<file path="config.mk">
export PLATFORM = sky130hd
export DESIGN_NAME = ram_dp_param_flat
export DESIGN_NICKNAME = d
export VERILOG_FILES = /design/src/rtl/ram_dp_param_if.sv /design/src/rtl/ram_dp_param.sv /design/src/flat_wrapper.sv
export SDC_FILE = /design/constraint.sdc
export NUM_CORES = 1
export LEC_CHECK = 0
export CAP_MARGIN = 20
export CORE_ASPECT_RATIO = 1.5
export CORE_MARGIN = 2
export CORE_UTILIZATION = 50
export CTS_CLUSTER_SIZE = 16
export DETAILED_ROUTE_END_ITERATION = 10
export PLACE_DENSITY = 0.66
export SETUP_SLACK_MARGIN = 0.5
export SYNTH_ARGS = -nofsm -noshare
export SYNTH_HDL_FRONTEND = slang
export SYNTH_SLANG_ARGS = --single-unit
export TNS_END_PERCENT = 10
</file>
<file path="constraint.sdc">
create_clock -name WCLK -period 5.03 [get_ports WCLK]
set_input_delay 0.503 -clock WCLK [delete_from_list [all_inputs] [get_ports WCLK]]
set_output_delay 0.503 -clock WCLK [all_outputs]
set_load 0.03 [all_outputs]
</file>
<file path="src/rtl/ram_dp_param_if.sv">
// User-side bus of ram_dp_param: write/read request signals plus read data and status.
// The master drives the address/data side; the RAM (slave) drives read data and flags.
interface ram_dp_param_if #(
    parameter int WIDTH     = 8,
    parameter int ADDR_BITS = 6
);
    logic                 WE;
    logic [ADDR_BITS-1:0] A;
    logic [WIDTH-1:0]     D;
    logic [ADDR_BITS-1:0] DPRA;
    logic [WIDTH-1:0]     SPO;
    logic [WIDTH-1:0]     DPO;
    logic                 BUSY;
    logic                 WR_DROP;
    logic                 dbg_state;   // 0 = CLEAR sweep, 1 = READY

    modport master (
        output WE, A, D, DPRA,
        input  SPO, DPO, BUSY, WR_DROP, dbg_state
    );

    modport slave (
        input  WE, A, D, DPRA,
        output SPO, DPO, BUSY, WR_DROP, dbg_state
    );
endinterface

</file>
<file path="src/rtl/ram_dp_param.sv">
// Parametrised dual-port distributed RAM with a post-reset clear sweep and an optional
// registered dual-port read. All sequential logic runs on the WCLK edge picked by CLK_INV.
module ram_dp_param #(
    parameter int                 WIDTH     = 8,
    parameter int                 ADDR_BITS = 6,
    parameter logic [WIDTH-1:0]   CLEAR_VAL = '0,
    parameter int                 READ_REG  = 0,
    parameter int                 CLK_INV   = 0
) (
    input  logic               WCLK,
    input  logic               RST_N,
    ram_dp_param_if.slave      bus
);
    localparam int DEPTH = 1 << ADDR_BITS;
    localparam logic [ADDR_BITS:0] PTR_LAST = (ADDR_BITS + 1)'(DEPTH - 1);
    localparam logic [ADDR_BITS:0] PTR_ONE  = (ADDR_BITS + 1)'(1);

    typedef enum logic {
        ST_CLEAR = 1'b0,
        ST_READY = 1'b1
    } state_t;

    logic clk_int;

    generate
        if (CLK_INV != 0) begin : g_clk_fall
            assign clk_int = ~WCLK;
        end else begin : g_clk_rise
            assign clk_int = WCLK;
        end
    endgenerate

    state_t               state_q, state_d;
    logic [ADDR_BITS:0]   ptr_q, ptr_d;
    logic                 wr_drop_q, wr_drop_d;
    logic                 busy;

    logic                 mem_we;
    logic [ADDR_BITS-1:0] mem_wa;
    logic [WIDTH-1:0]     mem_wd;
    logic [WIDTH-1:0]     mem_q [DEPTH];

    logic [WIDTH-1:0]     spo_raw;
    logic [WIDTH-1:0]     dpo_raw;
    logic [WIDTH-1:0]     dpo_sel;

    always_comb begin
        state_d   = state_q;
        ptr_d     = ptr_q;
        wr_drop_d = wr_drop_q;
        mem_we    = 1'b0;
        mem_wa    = bus.A;
        mem_wd    = bus.D;
        case (state_q)
            ST_CLEAR: begin
                // The sweep owns the write port; a user write here is discarded and flagged.
                mem_we = 1'b1;
                mem_wa = ptr_q[ADDR_BITS-1:0];
                mem_wd = CLEAR_VAL;
                ptr_d  = ptr_q + PTR_ONE;
                if (bus.WE) begin
                    wr_drop_d = 1'b1;
                end
                if (ptr_q == PTR_LAST) begin
                    state_d = ST_READY;
                end
            end
            ST_READY: begin
                mem_we = bus.WE;
            end
            default: begin
                state_d = ST_CLEAR;
            end
        endcase
    end

    always_ff @(posedge clk_int or negedge RST_N) begin
        if (!RST_N) begin
            state_q   <= ST_CLEAR;
            ptr_q     <= '0;
            wr_drop_q <= 1'b0;
        end else begin
            state_q   <= state_d;
            ptr_q     <= ptr_d;
            wr_drop_q <= wr_drop_d;
        end
    end

    always_ff @(posedge clk_int) begin
        if (mem_we) begin
            mem_q[mem_wa] <= mem_wd;
        end
    end

    assign busy    = (state_q == ST_CLEAR);
    assign spo_raw = mem_q[bus.A];
    assign dpo_raw = mem_q[bus.DPRA];

    generate
        if (READ_REG != 0) begin : g_dpo_reg
            logic [WIDTH-1:0] dpo_q, dpo_d;

            // Loading CLEAR_VAL during the sweep keeps the first READY read free of stale data.
            always_comb begin
                dpo_d = busy ? CLEAR_VAL : dpo_raw;
            end

            always_ff @(posedge clk_int or negedge RST_N) begin
                if (!RST_N) begin
                    dpo_q <= CLEAR_VAL;
                end else begin
                    dpo_q <= dpo_d;
                end
            end

            assign dpo_sel = dpo_q;
        end else begin : g_dpo_comb
            assign dpo_sel = dpo_raw;
        end
    endgenerate

    assign bus.SPO       = busy ? CLEAR_VAL : spo_raw;
    assign bus.DPO       = busy ? CLEAR_VAL : dpo_sel;
    assign bus.BUSY      = busy;
    assign bus.WR_DROP   = wr_drop_q;
    assign bus.dbg_state = state_q;
endmodule
</file>
<file path="src/flat_wrapper.sv">
// flat-port wrapper written by rule: the top's interface ports become plain ports
module ram_dp_param_flat 
#(
    parameter int                 WIDTH     = 8,
    parameter int                 ADDR_BITS = 6,
    parameter logic [WIDTH-1:0]   CLEAR_VAL = '0,
    parameter int                 READ_REG  = 0,
    parameter int                 CLK_INV   = 0
)
  (WCLK, RST_N, bus_WE, bus_A, bus_D, bus_DPRA, bus_SPO, bus_DPO, bus_BUSY, bus_WR_DROP, bus_dbg_state);
  ram_dp_param_if #(.WIDTH(WIDTH), .ADDR_BITS(ADDR_BITS)) bus_i ();
  input  logic WCLK;
  input  logic RST_N;
  input wire logic [$bits(bus_i.WE)-1:0] bus_WE;
  input wire logic [$bits(bus_i.A)-1:0] bus_A;
  input wire logic [$bits(bus_i.D)-1:0] bus_D;
  input wire logic [$bits(bus_i.DPRA)-1:0] bus_DPRA;
  output wire logic [$bits(bus_i.SPO)-1:0] bus_SPO;
  output wire logic [$bits(bus_i.DPO)-1:0] bus_DPO;
  output wire logic [$bits(bus_i.BUSY)-1:0] bus_BUSY;
  output wire logic [$bits(bus_i.WR_DROP)-1:0] bus_WR_DROP;
  output wire logic [$bits(bus_i.dbg_state)-1:0] bus_dbg_state;
  assign bus_i.WE = bus_WE;
  assign bus_i.A = bus_A;
  assign bus_i.D = bus_D;
  assign bus_i.DPRA = bus_DPRA;
  assign bus_SPO = bus_i.SPO;
  assign bus_DPO = bus_i.DPO;
  assign bus_BUSY = bus_i.BUSY;
  assign bus_WR_DROP = bus_i.WR_DROP;
  assign bus_dbg_state = bus_i.dbg_state;
  ram_dp_param #(.WIDTH(WIDTH), .ADDR_BITS(ADDR_BITS), .CLEAR_VAL(CLEAR_VAL), .READ_REG(READ_REG), .CLK_INV(CLK_INV)) u_core (.WCLK(WCLK), .RST_N(RST_N), .bus(bus_i));
endmodule
</file>
==> metrics.txt <==
warning count from the yosys run 0; post-synthesis instance area 0.0248 mm²; Hold Violations, Final 0; worst-path maximum fanout 51; Critical R2R Capture u_core.mem_q[63][5]; maximum number of buffers from clock root to sink 3; sequential area share after synthesis 63.0%; top cell type's share of synthesized area 62.1%; remaining antenna violation count after routing 0; buffers added on ports 41; Switching Share 21.2%; overall die width 186 µm; required time at the endpoint of the critical path 4530 ps; R2R Setup Slk 1920 ps; final HPWL from detailed placement 44,700 µm; Worst Tran Pin Value 1150 ps; min Tclk post-route 4280 ps; Finish-stage setup viols 0; count of different cell masters after synthesis 54; highest ir drop seen on vdd 0.273 mV; Peak Freq 0.234 GHz; RSZ-0062 raised after global routing false; commonest cells in the synthesized netlist edfxtp_1 (512), mux4_2 (263), nor2_1 (74); cell-by-cell trace of the critical path buf_4 > buf_4 > mux4_2 > a211oi_1 > a211oi_1 > a32oi_1 > o21ai_1 > clkdlybuf4s50_1; area taken by flip-flops and latches 0.0156 mm²; count of buffer and inverter cells on the critical path 3; average size of a mapped cell 19.6 µm²; worst setup path start bus_A[2]; routed wire length 67,300 µm; Worst Setup End Kind output pin; count of state elements after synthesis 521; routed wirelength normalized by instance count 33.7 µm; via count of the first global-routing pass 13,700; Vias 13,500; worst-case headroom to the max-slew limit 22.9%; wire length of the first global-routing pass 97,200 µm; Int Pwr 6680 µW; placed instance count 1,913; drt drc 0; Final TNS setup 0 ps; area of the die 0.0514 mm²; reported net switching power 1800 µW; Period Utilization, post-route 85.0%; RR Startpoint u_core.bus.dbg_state; vias per cell 6.77; area of the core region 0.0488 mm²; layout overhead on the synthesized area 10.5%; largest net degree at the start of global routing 70; area of the multi-input gates 0.00861 mm²; Die Height 277 µm; library cell with the largest summed area after synthesis edfxtp_1; TritonCTS sink count 521; total nets after synthesis 1,285; CTS H-tree depth 2; signal arrival time at the worst endpoint 3770 ps; relative contribution of sequential cells to total power 55.3%; path depth of the worst reg2reg path 6; worst clock skew 15.8 ps; startpoint types input pin; combinational fraction of design power 4.4%; CTS tree built; asr flop ratio synth 1.73%; insertion delay of the later-clocked pin in the worst-skew pair 570 ps; number of antenna violations at the first check in global routing 0; class of the tightest hold or removal check in2async; Detailed Route Iter0 Violations 1,622; clock network power share 40.3%; top cells by area, synth edfxtp_1 (62%), mux4_2 (24%), mux2i_1 (2.7%); number of buffers created by CTS 48; category of cells accounting for the largest share of critical-path delay buffers and inverters; overall routing resource usage 26.8%; Fillers 3,734; EDFF count, synth 512; # Max-Cap Violations 0; cell with the largest stage delay on the worst path a211oi_1; most frequent cell after synthesis edfxtp_1; Final GP Congestion 0.903; count of pins on the block boundary 42; cell count after synthesis 1,261; clock slew at reported path FFs 70 ps; fraction of final layout cells with drive strength greater than 1 30.6%; outcome completed; number of iterations in the first detailed-routing pass 7; final number of max-transition violations 0; commonest register cell after synthesis edfxtp_1; Crit path largest cell delay 760 ps; master cell of the clock root buffer clkbuf_16; remaining global-route overflow 0; Final Non-Filler Cells 1,999; final net count 1,333; worst setup path class in2out; effective utilization at floorplan 50.7%; number of diodes added for antenna fixing 0; reported leakage power 0.00712 µW; num rows 99; power per cell area 310 mW/mm²
-- how the worst max path moves through the flow --
stage	end	slack, ps	depth (start not counted)
2_1_floorplan	bus_DPO[2]	1990	10
3_3_place_gp	bus_SPO[6]	700	8
3_5_place_dp	bus_SPO[6]	790	8
4_1_cts	bus_SPO[7]	610	7
5_1_grt	bus_SPO[7]	650	7
6_report	bus_SPO[6]	750	8
-- metrics by stage --
stage | hold slack (ps) | setup WS [ps] | util, % | power (µW) | cell area, µm²
2_1_floorplan | 207 | 1990 | - | 5040 | 24800
4_1_cts | 304 | 608 | 56.0 | 8510 | 27300
5_1_grt | 311 | 655 | 56.1 | 8670 | 27400
3_5_place_dp | 445 | 785 | 53.1 | 5160 | 25900
6_report | 297 | 754 | 56.1 | 8480 | 27400
3_3_place_gp | 439 | 704 | 53.1 | 5160 | 25900
-- registers in the layout, indices dropped and copies added (netlist names) --
name and cells:
u_core.bus.WR_DROP 1, u_core.ptr_q 7, u_core.mem_q 512, u_core.bus.dbg_state 1
-- cell type report --
class / count / area share, %
Tap cell: 656 / 3.00
Multi-Input combinational cell: 644 / 31.5
Clock inverter: 28 / 0.599
Inverter: 3 / 0.0411
Clock buffer: 56 / 4.58
Timing Repair Buffer: 91 / 3.33
Sequential cell: 521 / 57.0
-- worst register-to-register path, delay by kind of cell, from the launching register on --
kind	cells	cell delay [ps]
and+or+nand+nor	4	1710
buffers and inverters	2	660
DFF	1	350
-- cells by family after synthesis --
kind of cell	Yosys count	share of synthesized area [%]
simple gates	182	3.27
mux	352	28.4
compound gates	103	2.84
buf+inv	96	2.27
fa+ha+maj	1	0.0505
flops	521	63.0
xor+xnor	6	0.212
-- what timing repair did --
item / CTS / global route
gates resized for setup: 0 / 1
buffers inserted: 0 / 0
endpoints found under the setup margin: 0 / 2
hold endpoints to repair: 0 / 0
hold buffers: 0 / 0
-- cells in the final DEF, fill, tap and decap left out, drive strengths merged, types with 3 or more instances in the layout --
cell	count
edfxtp	512
mux4	275
nor2	74
mux2i	66
clkbuf	57
buf	56
nand2	53
clkdlybuf4s50	34
o21ai	25
clkinv	24
a21oi	15
nor2b	13
mux2	11
a22oi	11
and2	10
nand2b	9
dfrtp	9
o211ai	7
a211oi	7
nand3	6
nor3	5
a21o	4
a22o	4
o32ai	4
o31ai	4
xnor2	4
inv	4
nand4	3
or3	3
and3	3
a221o	3
o22a	3
-- layer usage --
metal | vias up | part of all wire (%) | track usage [%] | wire, µm
met5 | - | 0 | 0 | 0
met4 | 0 | 4.9 | 11.1 | 3290
met3 | 146 | 6.8 | 3.18 | 4600
met2 | 690 | 51 | 44.9 | 34600
met1 | 7215 | 37 | 35.9 | 24800
li1 | 5480 | - | - | -
-- power groups by stage --
stage	sequential (µW)	clock (µW)	combinational, µW
6_report	4690	3420	369
5_1_grt	4690	3590	386
4_1_cts	4690	3450	374
3_5_place_dp	4780	0	373
3_3_place_gp	4780	0	372
2_1_floorplan	4780	0	259
No activity file was read; power rests on OpenSTA's default activity.
